===== config.mk =====
export PLATFORM = sky130hd
export DESIGN_NAME = muldiv_unit
export DESIGN_NICKNAME = d
export VERILOG_FILES = /design/src/rtl/muldiv_unit.sv
export SDC_FILE = /design/constraint.sdc
export NUM_CORES = 1
export LEC_CHECK = 0
export CAP_MARGIN = 20
export CORE_AREA = 2 2 204 206
export DETAILED_ROUTE_END_ITERATION = 7
export DIE_AREA = 0 0 206 208
export PLACE_DENSITY = 0.68
export SYNTH_ARGS = -nofsm -noshare
export SYNTH_HDL_FRONTEND = slang
export SYNTH_SLANG_ARGS = --single-unit

===== constraint.sdc =====
create_clock -name clk -period 16.8 [get_ports clk]
set_input_delay 3.36 -clock clk [delete_from_list [all_inputs] [get_ports clk]]
set_output_delay 3.36 -clock clk [all_outputs]
set_load 0.1 [all_outputs]

===== src/rtl/muldiv_unit.sv =====
// muldiv_unit: iterative RV32M multiply/divide unit.
//
// Multiplies by shift-add and divides by restoring shift-subtract. Both work on
// operand magnitudes, and the sign is fixed up after the last iteration.
// BITS_PER_CYCLE iterations of the 1-bit step are chained per clock. Divides by
// zero and the signed-overflow divide skip the iteration phase and finish one
// edge after acceptance.
//
// Ports:
//   clk, rst           clock (rising edge), asynchronous active-high reset
//   flush              synchronous abort of the in-flight operation
//   in_valid/in_ready  operand handshake; in_ready is high only in IDLE
//   op, a, b           funct3 opcode, rs1 and rs2 operands
//   out_valid/out_ready result handshake; result is held until out_ready
//   result             operation result
//   busy               high while computing or holding a result
//   dbg_state_o        current FSM state (0 IDLE, 1 CALC, 2 DONE)
//
// Handshakes: a transfer happens on a rising edge where valid and ready are
// both high. The producer holds valid and its data stable until that edge.
module muldiv_unit #(
    parameter int XLEN           = 32,
    parameter int BITS_PER_CYCLE = 1
) (
    input  logic            clk,
    input  logic            rst,
    input  logic            flush,
    input  logic            in_valid,
    output logic            in_ready,
    input  logic [2:0]      op,
    input  logic [XLEN-1:0] a,
    input  logic [XLEN-1:0] b,
    output logic            out_valid,
    input  logic            out_ready,
    output logic [XLEN-1:0] result,
    output logic            busy,
    output logic [1:0]      dbg_state_o
);

    localparam int ITER = XLEN / BITS_PER_CYCLE;
    localparam int CW   = (ITER > 1) ? $clog2(ITER) : 1;
    localparam logic [XLEN-1:0]   ONE_X  = XLEN'(1);
    localparam logic [2*XLEN-1:0] ONE_2X = (2*XLEN)'(1);

    typedef enum logic [1:0] {
        S_IDLE = 2'd0,
        S_CALC = 2'd1,
        S_DONE = 2'd2
    } state_t;

    state_t            state_q, state_d;
    logic [2:0]        op_q, op_d;
    logic              neg_a_q, neg_a_d, neg_b_q, neg_b_d;
    logic [XLEN-1:0]   mag_q, mag_d;       // multiplicand (mul) or divisor (div)
    logic [XLEN-1:0]   rem_q, rem_d;
    logic [XLEN-1:0]   result_q, result_d;
    logic [2*XLEN:0]   acc_q, acc_d;       // {partial product, multiplier} or quotient in low half
    logic [CW-1:0]     cnt_q, cnt_d;

    logic              accept, last_iter;

    // Operand decode at acceptance
    logic              is_div_in, sgn_a_in, sgn_b_in, neg_a_in, neg_b_in;
    logic              b_zero, ovf_in, special_in;
    logic [XLEN-1:0]   mag_a_in, mag_b_in, spec_res;

    // Iteration and final result
    logic [2*XLEN:0]   acc_n;
    logic [XLEN-1:0]   rem_n;
    logic [XLEN:0]     rem_sh, mul_sum;
    logic              q_bit;
    logic [2*XLEN-1:0] prod_s;
    logic [XLEN-1:0]   quo_s, rem_s, res_calc;

    assign accept    = in_valid && (state_q == S_IDLE) && !flush;
    assign last_iter = (cnt_q == CW'(ITER - 1));

    always_comb begin
        is_div_in  = op[2];
        // Signed operands: MUL/MULH/MULHSU/DIV/REM for a; MUL/MULH/DIV/REM for b.
        sgn_a_in   = is_div_in ? ~op[0] : (op[1:0] != 2'b11);
        sgn_b_in   = is_div_in ? ~op[0] : ~op[1];
        neg_a_in   = sgn_a_in & a[XLEN-1];
        neg_b_in   = sgn_b_in & b[XLEN-1];
        mag_a_in   = neg_a_in ? (~a + ONE_X) : a;
        mag_b_in   = neg_b_in ? (~b + ONE_X) : b;
        b_zero     = ~|b;
        ovf_in     = ~op[0] && (a == {1'b1, {(XLEN-1){1'b0}}}) && (&b);
        special_in = is_div_in && (b_zero || ovf_in);
        // op[1] distinguishes REM/REMU from DIV/DIVU.
        if (b_zero) spec_res = op[1] ? a : '1;
        else        spec_res = op[1] ? '0 : a;
    end

    // BITS_PER_CYCLE chained single-bit steps.
    always_comb begin
        acc_n   = acc_q;
        rem_n   = rem_q;
        rem_sh  = '0;
        mul_sum = '0;
        q_bit   = 1'b0;
        for (int k = 0; k < BITS_PER_CYCLE; k++) begin
            if (op_q[2]) begin
                rem_sh = {rem_n, acc_n[XLEN-1]};
                q_bit  = (rem_sh >= {1'b0, mag_q});
                if (q_bit) rem_n = XLEN'(rem_sh - {1'b0, mag_q});
                else       rem_n = rem_sh[XLEN-1:0];
                acc_n = {acc_n[2*XLEN:XLEN], acc_n[XLEN-2:0], q_bit};
            end else begin
                // The top accumulator bit is always zero before the add, so the
                // XLEN+1-bit sum cannot overflow.
                mul_sum = acc_n[2*XLEN:XLEN] + (acc_n[0] ? {1'b0, mag_q} : '0);
                acc_n   = {1'b0, mul_sum, acc_n[XLEN-1:1]};
            end
        end
    end

    always_comb begin
        prod_s = (neg_a_q ^ neg_b_q) ? (~acc_n[2*XLEN-1:0] + ONE_2X) : acc_n[2*XLEN-1:0];
        quo_s  = (neg_a_q ^ neg_b_q) ? (~acc_n[XLEN-1:0] + ONE_X) : acc_n[XLEN-1:0];
        rem_s  = neg_a_q ? (~rem_n + ONE_X) : rem_n;
        case (op_q)
            3'b000:                 res_calc = prod_s[XLEN-1:0];
            3'b001, 3'b010, 3'b011: res_calc = prod_s[2*XLEN-1:XLEN];
            3'b100, 3'b101:         res_calc = quo_s;
            default:                res_calc = rem_s;
        endcase
    end

    // FSM: state register
    always_ff @(posedge clk or posedge rst) begin
        if (rst) state_q <= S_IDLE;
        else     state_q <= state_d;
    end

    // FSM: next state
    always_comb begin
        state_d = state_q;
        case (state_q)
            S_IDLE:  if (accept) state_d = special_in ? S_DONE : S_CALC;
            S_CALC:  if (last_iter) state_d = S_DONE;
            S_DONE:  if (out_ready) state_d = S_IDLE;
            default: state_d = S_IDLE;
        endcase
        if (flush) state_d = S_IDLE;
    end

    // FSM: outputs
    always_comb begin
        in_ready    = (state_q == S_IDLE);
        out_valid   = (state_q == S_DONE);
        busy        = (state_q == S_CALC) || (state_q == S_DONE);
        dbg_state_o = state_q;
    end

    assign result = result_q;

    // Datapath next state
    always_comb begin
        op_d     = op_q;
        neg_a_d  = neg_a_q;
        neg_b_d  = neg_b_q;
        mag_d    = mag_q;
        rem_d    = rem_q;
        acc_d    = acc_q;
        cnt_d    = cnt_q;
        result_d = result_q;
        if (state_q == S_IDLE && accept) begin
            op_d    = op;
            neg_a_d = neg_a_in;
            neg_b_d = neg_b_in;
            cnt_d   = '0;
            rem_d   = '0;
            if (is_div_in) begin
                mag_d = mag_b_in;
                acc_d = {(XLEN+1)'(0), mag_a_in};
            end else begin
                mag_d = mag_a_in;
                acc_d = {(XLEN+1)'(0), mag_b_in};
            end
            if (special_in) result_d = spec_res;
        end else if (state_q == S_CALC) begin
            acc_d = acc_n;
            rem_d = rem_n;
            cnt_d = cnt_q + CW'(1);
            if (last_iter) result_d = res_calc;
        end
        if (flush) result_d = '0;
    end

    always_ff @(posedge clk or posedge rst) begin
        if (rst) begin
            op_q     <= '0;
            neg_a_q  <= 1'b0;
            neg_b_q  <= 1'b0;
            mag_q    <= '0;
            rem_q    <= '0;
            acc_q    <= '0;
            cnt_q    <= '0;
            result_q <= '0;
        end else begin
            op_q     <= op_d;
            neg_a_q  <= neg_a_d;
            neg_b_q  <= neg_b_d;
            mag_q    <= mag_d;
            rem_q    <= rem_d;
            acc_q    <= acc_d;
            cnt_q    <= cnt_d;
            result_q <= result_d;
        end
    end

endmodule


==> flow_summary.json <==
{
  "slew_viol_final": 0,
  "r2r_slack_ps": 10320,
  "crit_chain": "clkdlybuf4s50_1, nor3_1, nand2b_1, nor4_1, nand4b_1, or4_1, o21ai_0, a31oi_4, or2_2, a221oi_1, o21ai_0, a21oi_1, a211o_1",
  "syn-num-nets": 2626,
  "hold_path_end": "result[2]$_DFFE_PP0P_",
  "cts.repair.resized": 0,
  "synth-edff-count": 0,
  "cts_hold_buffers": 0,
  "portBuffers": 108,
  "finalSetupViolCount": 0,
  "clk_latency_ps": 470,
  "clock_path_buffers": 2,
  "fin_crit_sh": 0.4429,
  "crit_slowest_cell": "o21ai_0",
  "cts.sinks": 172,
  "ys.flop_type": "dfrtp_1",
  "reg2regPathDepth": 20,
  "finalWeightedCongestion": 0.9908,
  "io_pins": 109,
  "postCtsSetupBuffers": 0,
  "path_class": "input pin to flop",
  "coreArea_mm2": 0.04055,
  "clock.fmax_mhz": 134.4,
  "whs_path_depth": 2,
  "ys_ff_latch": 172,
  "cts_tree": "built",
  "clkSlewWorstSetupHoldPaths_ps": 80,
  "hpwl_um": 58460,
  "syn_to_final_growth_pct": 11.13,
  "grt_setup_unrepaired": "false",
  "max_slew.worst_pin.slew_ps": 1123,
  "required_ps": 17210,
  "holdCritStartpoint": "result[2]$_DFFE_PP0P_",
  "drtPass1Iterations": 6,
  "die_width_um": 206,
  "yosys_warnings": 0,
  "wl_per_cell_um": 25.12,
  "die_h_um": 208,
  "cts_buffers": 17,
  "totalWireLength_um": 75660,
  "ant_nets": 0,
  "grt_max_degree": 133,
  "nNetsFinal": 2613,
  "place_area_mm2": 0.01939,
  "holdCritPathClass": "flop to flop",
  "htreeDepth": 4,
  "relSlewSlack": 0.2464,
  "fin_area_mm2": 0.02009,
  "stdcell_count": 3012,
  "ys_top_cells_by_area": "dfrtp_1 24%, a21oi_1 6.1%, o21ai_0 6.0%",
  "first_global_vias": 17920,
  "end_kind": "flop",
  "grt_pass1_wl_um": 112500,
  "netlist_area_mm2": 0.01808,
  "cp_max_fo": 40,
  "syn-mean-instance-area_um2": 7.293,
  "yosysTopAreaCell": "dfrtp_1",
  "setup_tns_ps": 0,
  "cp-start-kind": "input pin",
  "clock_skew_ps": 14.62,
  "rr_endpoint": "result[22]$_DFFE_PP0P_",
  "vias": 19550,
  "period_needed_ps": 7441,
  "drv_cap": 0,
  "first_iter_violations": 2527,
  "reg2reg_from": "mag_q[22]$_DFFE_PP0P_",
  "hold_viol": 0,
  "worstPathArrival_ps": 7850,
  "dp.cells": 2976,
  "crit_top_cell": "o21ai_0",
  "std_cell_rows": 74,
  "cp_num_buf_inv": 1,
  "crit_family": "simple AND/OR/NAND/NOR gates",
  "dieArea_mm2": 0.04285,
  "drc": 0,
  "clockRootBuffer": "clkbuf_16",
  "synth_cells": 2479,
  "ys_seq_area_frac": 0.2381,
  "synth_top_area_frac": 0.2381,
  "antenna_found_initial": 2,
  "max_stage_delay_ps": 700,
  "start_util": 0.4458,
  "grt_use_total": 0.3491,
  "synth_cell_types": 91,
  "ys_async_sr_fraction": 1.000,
  "drive_above_1_share": 0.04558,
  "via_per_inst": 6.490,
  "outcome": "finished clean",
  "grt_overflow_total": 0
}
==> sequential cells by signal (all words and copies together), names as in the netlist <==
register     cells
acc_q           64
mag_q           32
rem_q           32
result          32
cnt_q            5
op_q             3
dbg_state_o      2
neg_a_q          1
neg_b_q          1
==> stage by stage <==
step	setup WS (ps)	hold slack, ps	util
2_1_floorplan	8780	463.2	-
3_3_place_gp	9151	499.6	0.4782
3_5_place_dp	8999	499.2	0.4782
4_1_cts	9486	517.1	0.4943
5_1_grt	9041	538.0	0.4954
6_report	9359	512.2	0.4954
==> how the worst max path moves through the flow <==
stage	startpoint	end	depth (start not counted)
2_1_floorplan	rst	acc_q[0]$_DFFE_PP0P_	1
3_3_place_gp	a[14]	result[15]$_DFFE_PP0P_	13
3_5_place_dp	a[14]	result[15]$_DFFE_PP0P_	13
4_1_cts	a[14]	result[15]$_DFFE_PP0P_	13
5_1_grt	a[14]	result[15]$_DFFE_PP0P_	13
6_report	a[14]	result[15]$_DFFE_PP0P_	13
==> per-layer routing <==
metal / wire length (um) / global-route usage
met1: 31630 / 0.4817
met2: 33400 / 0.5319
met3: 6476 / 0.05013
met4: 4156 / 0.1719
met5: 0 / 0
==> synthesized netlist by cell type (all sizes together) (11+ instances only) <==
library cell and n:
nand2 290, nor2 287, o21ai 221, a21oi 219, dfrtp 172, clkbuf 120, xnor2 100, xor2 80
inv 77, mux2i 76, ha 73, nor3 72, o211ai 68, a211oi 56, buf 50, and2 46
nand4 42, a31oi 40, nand3 36, o31ai 29, nor4 25, a22oi 18, a21o 17, o221ai 17
a221oi 15, nor2b 15, or3 15, nand2b 14, o21a 14, a221o 12, or2 11, or4 11
==> layout make-up <==
class | count | area (um2)
clock buffer | 17 | 425.4
tap | 532 | 665.6
timing repair buffer | 138 | 1339
clock inverter | 15 | 225.2
fill | 4008 | 20460
multi-input combinational | 2058 | 12820
inverter | 79 | 301.5
sequential | 172 | 4308
antenna | 1 | 2.502
==> tightest hold or removal path: stages (launching register included) <==
cell and delay, ps:
dfrtp_1 370, nand2_1 50, o21ai_0 60
==> cells in the final DEF (no fill, tap or decap), types with 22 or more instances in the layout <==
cell / instances
a211oi_1: 53
a21oi_1: 219
a31oi_1: 39
and2_1: 45
buf_4: 27
clkdlybuf4s50_1: 107
dfrtp_1: 171
ha_1: 72
inv_1: 75
mux2i_1: 76
nand2_1: 289
nand3_1: 36
nand4_1: 40
nor2_1: 286
nor3_1: 72
nor4_1: 22
o211ai_1: 68
o21ai_0: 217
o31ai_1: 29
xnor2_1: 99
xor2_1: 80
==> cell families (layout without fill, tap and decap cells) <==
| logic type | Yosys count | in the layout | share of synthesized area |
|---|---|---|---|
| other cells | 0 | 1 | 0 |
| buf+inv | 249 | 249 | 0.05529 |
| xor+xnor | 180 | 180 | 0.08720 |
| mux | 81 | 81 | 0.04519 |
| compound gates | 813 | 813 | 0.2855 |
| fa+ha+maj | 77 | 77 | 0.05384 |
| simple gates | 907 | 907 | 0.2349 |
| flops | 172 | 172 | 0.2381 |
Power is not shown: default switching activity piles up to over one toggle a cycle in this logic, so the estimate is an artifact.
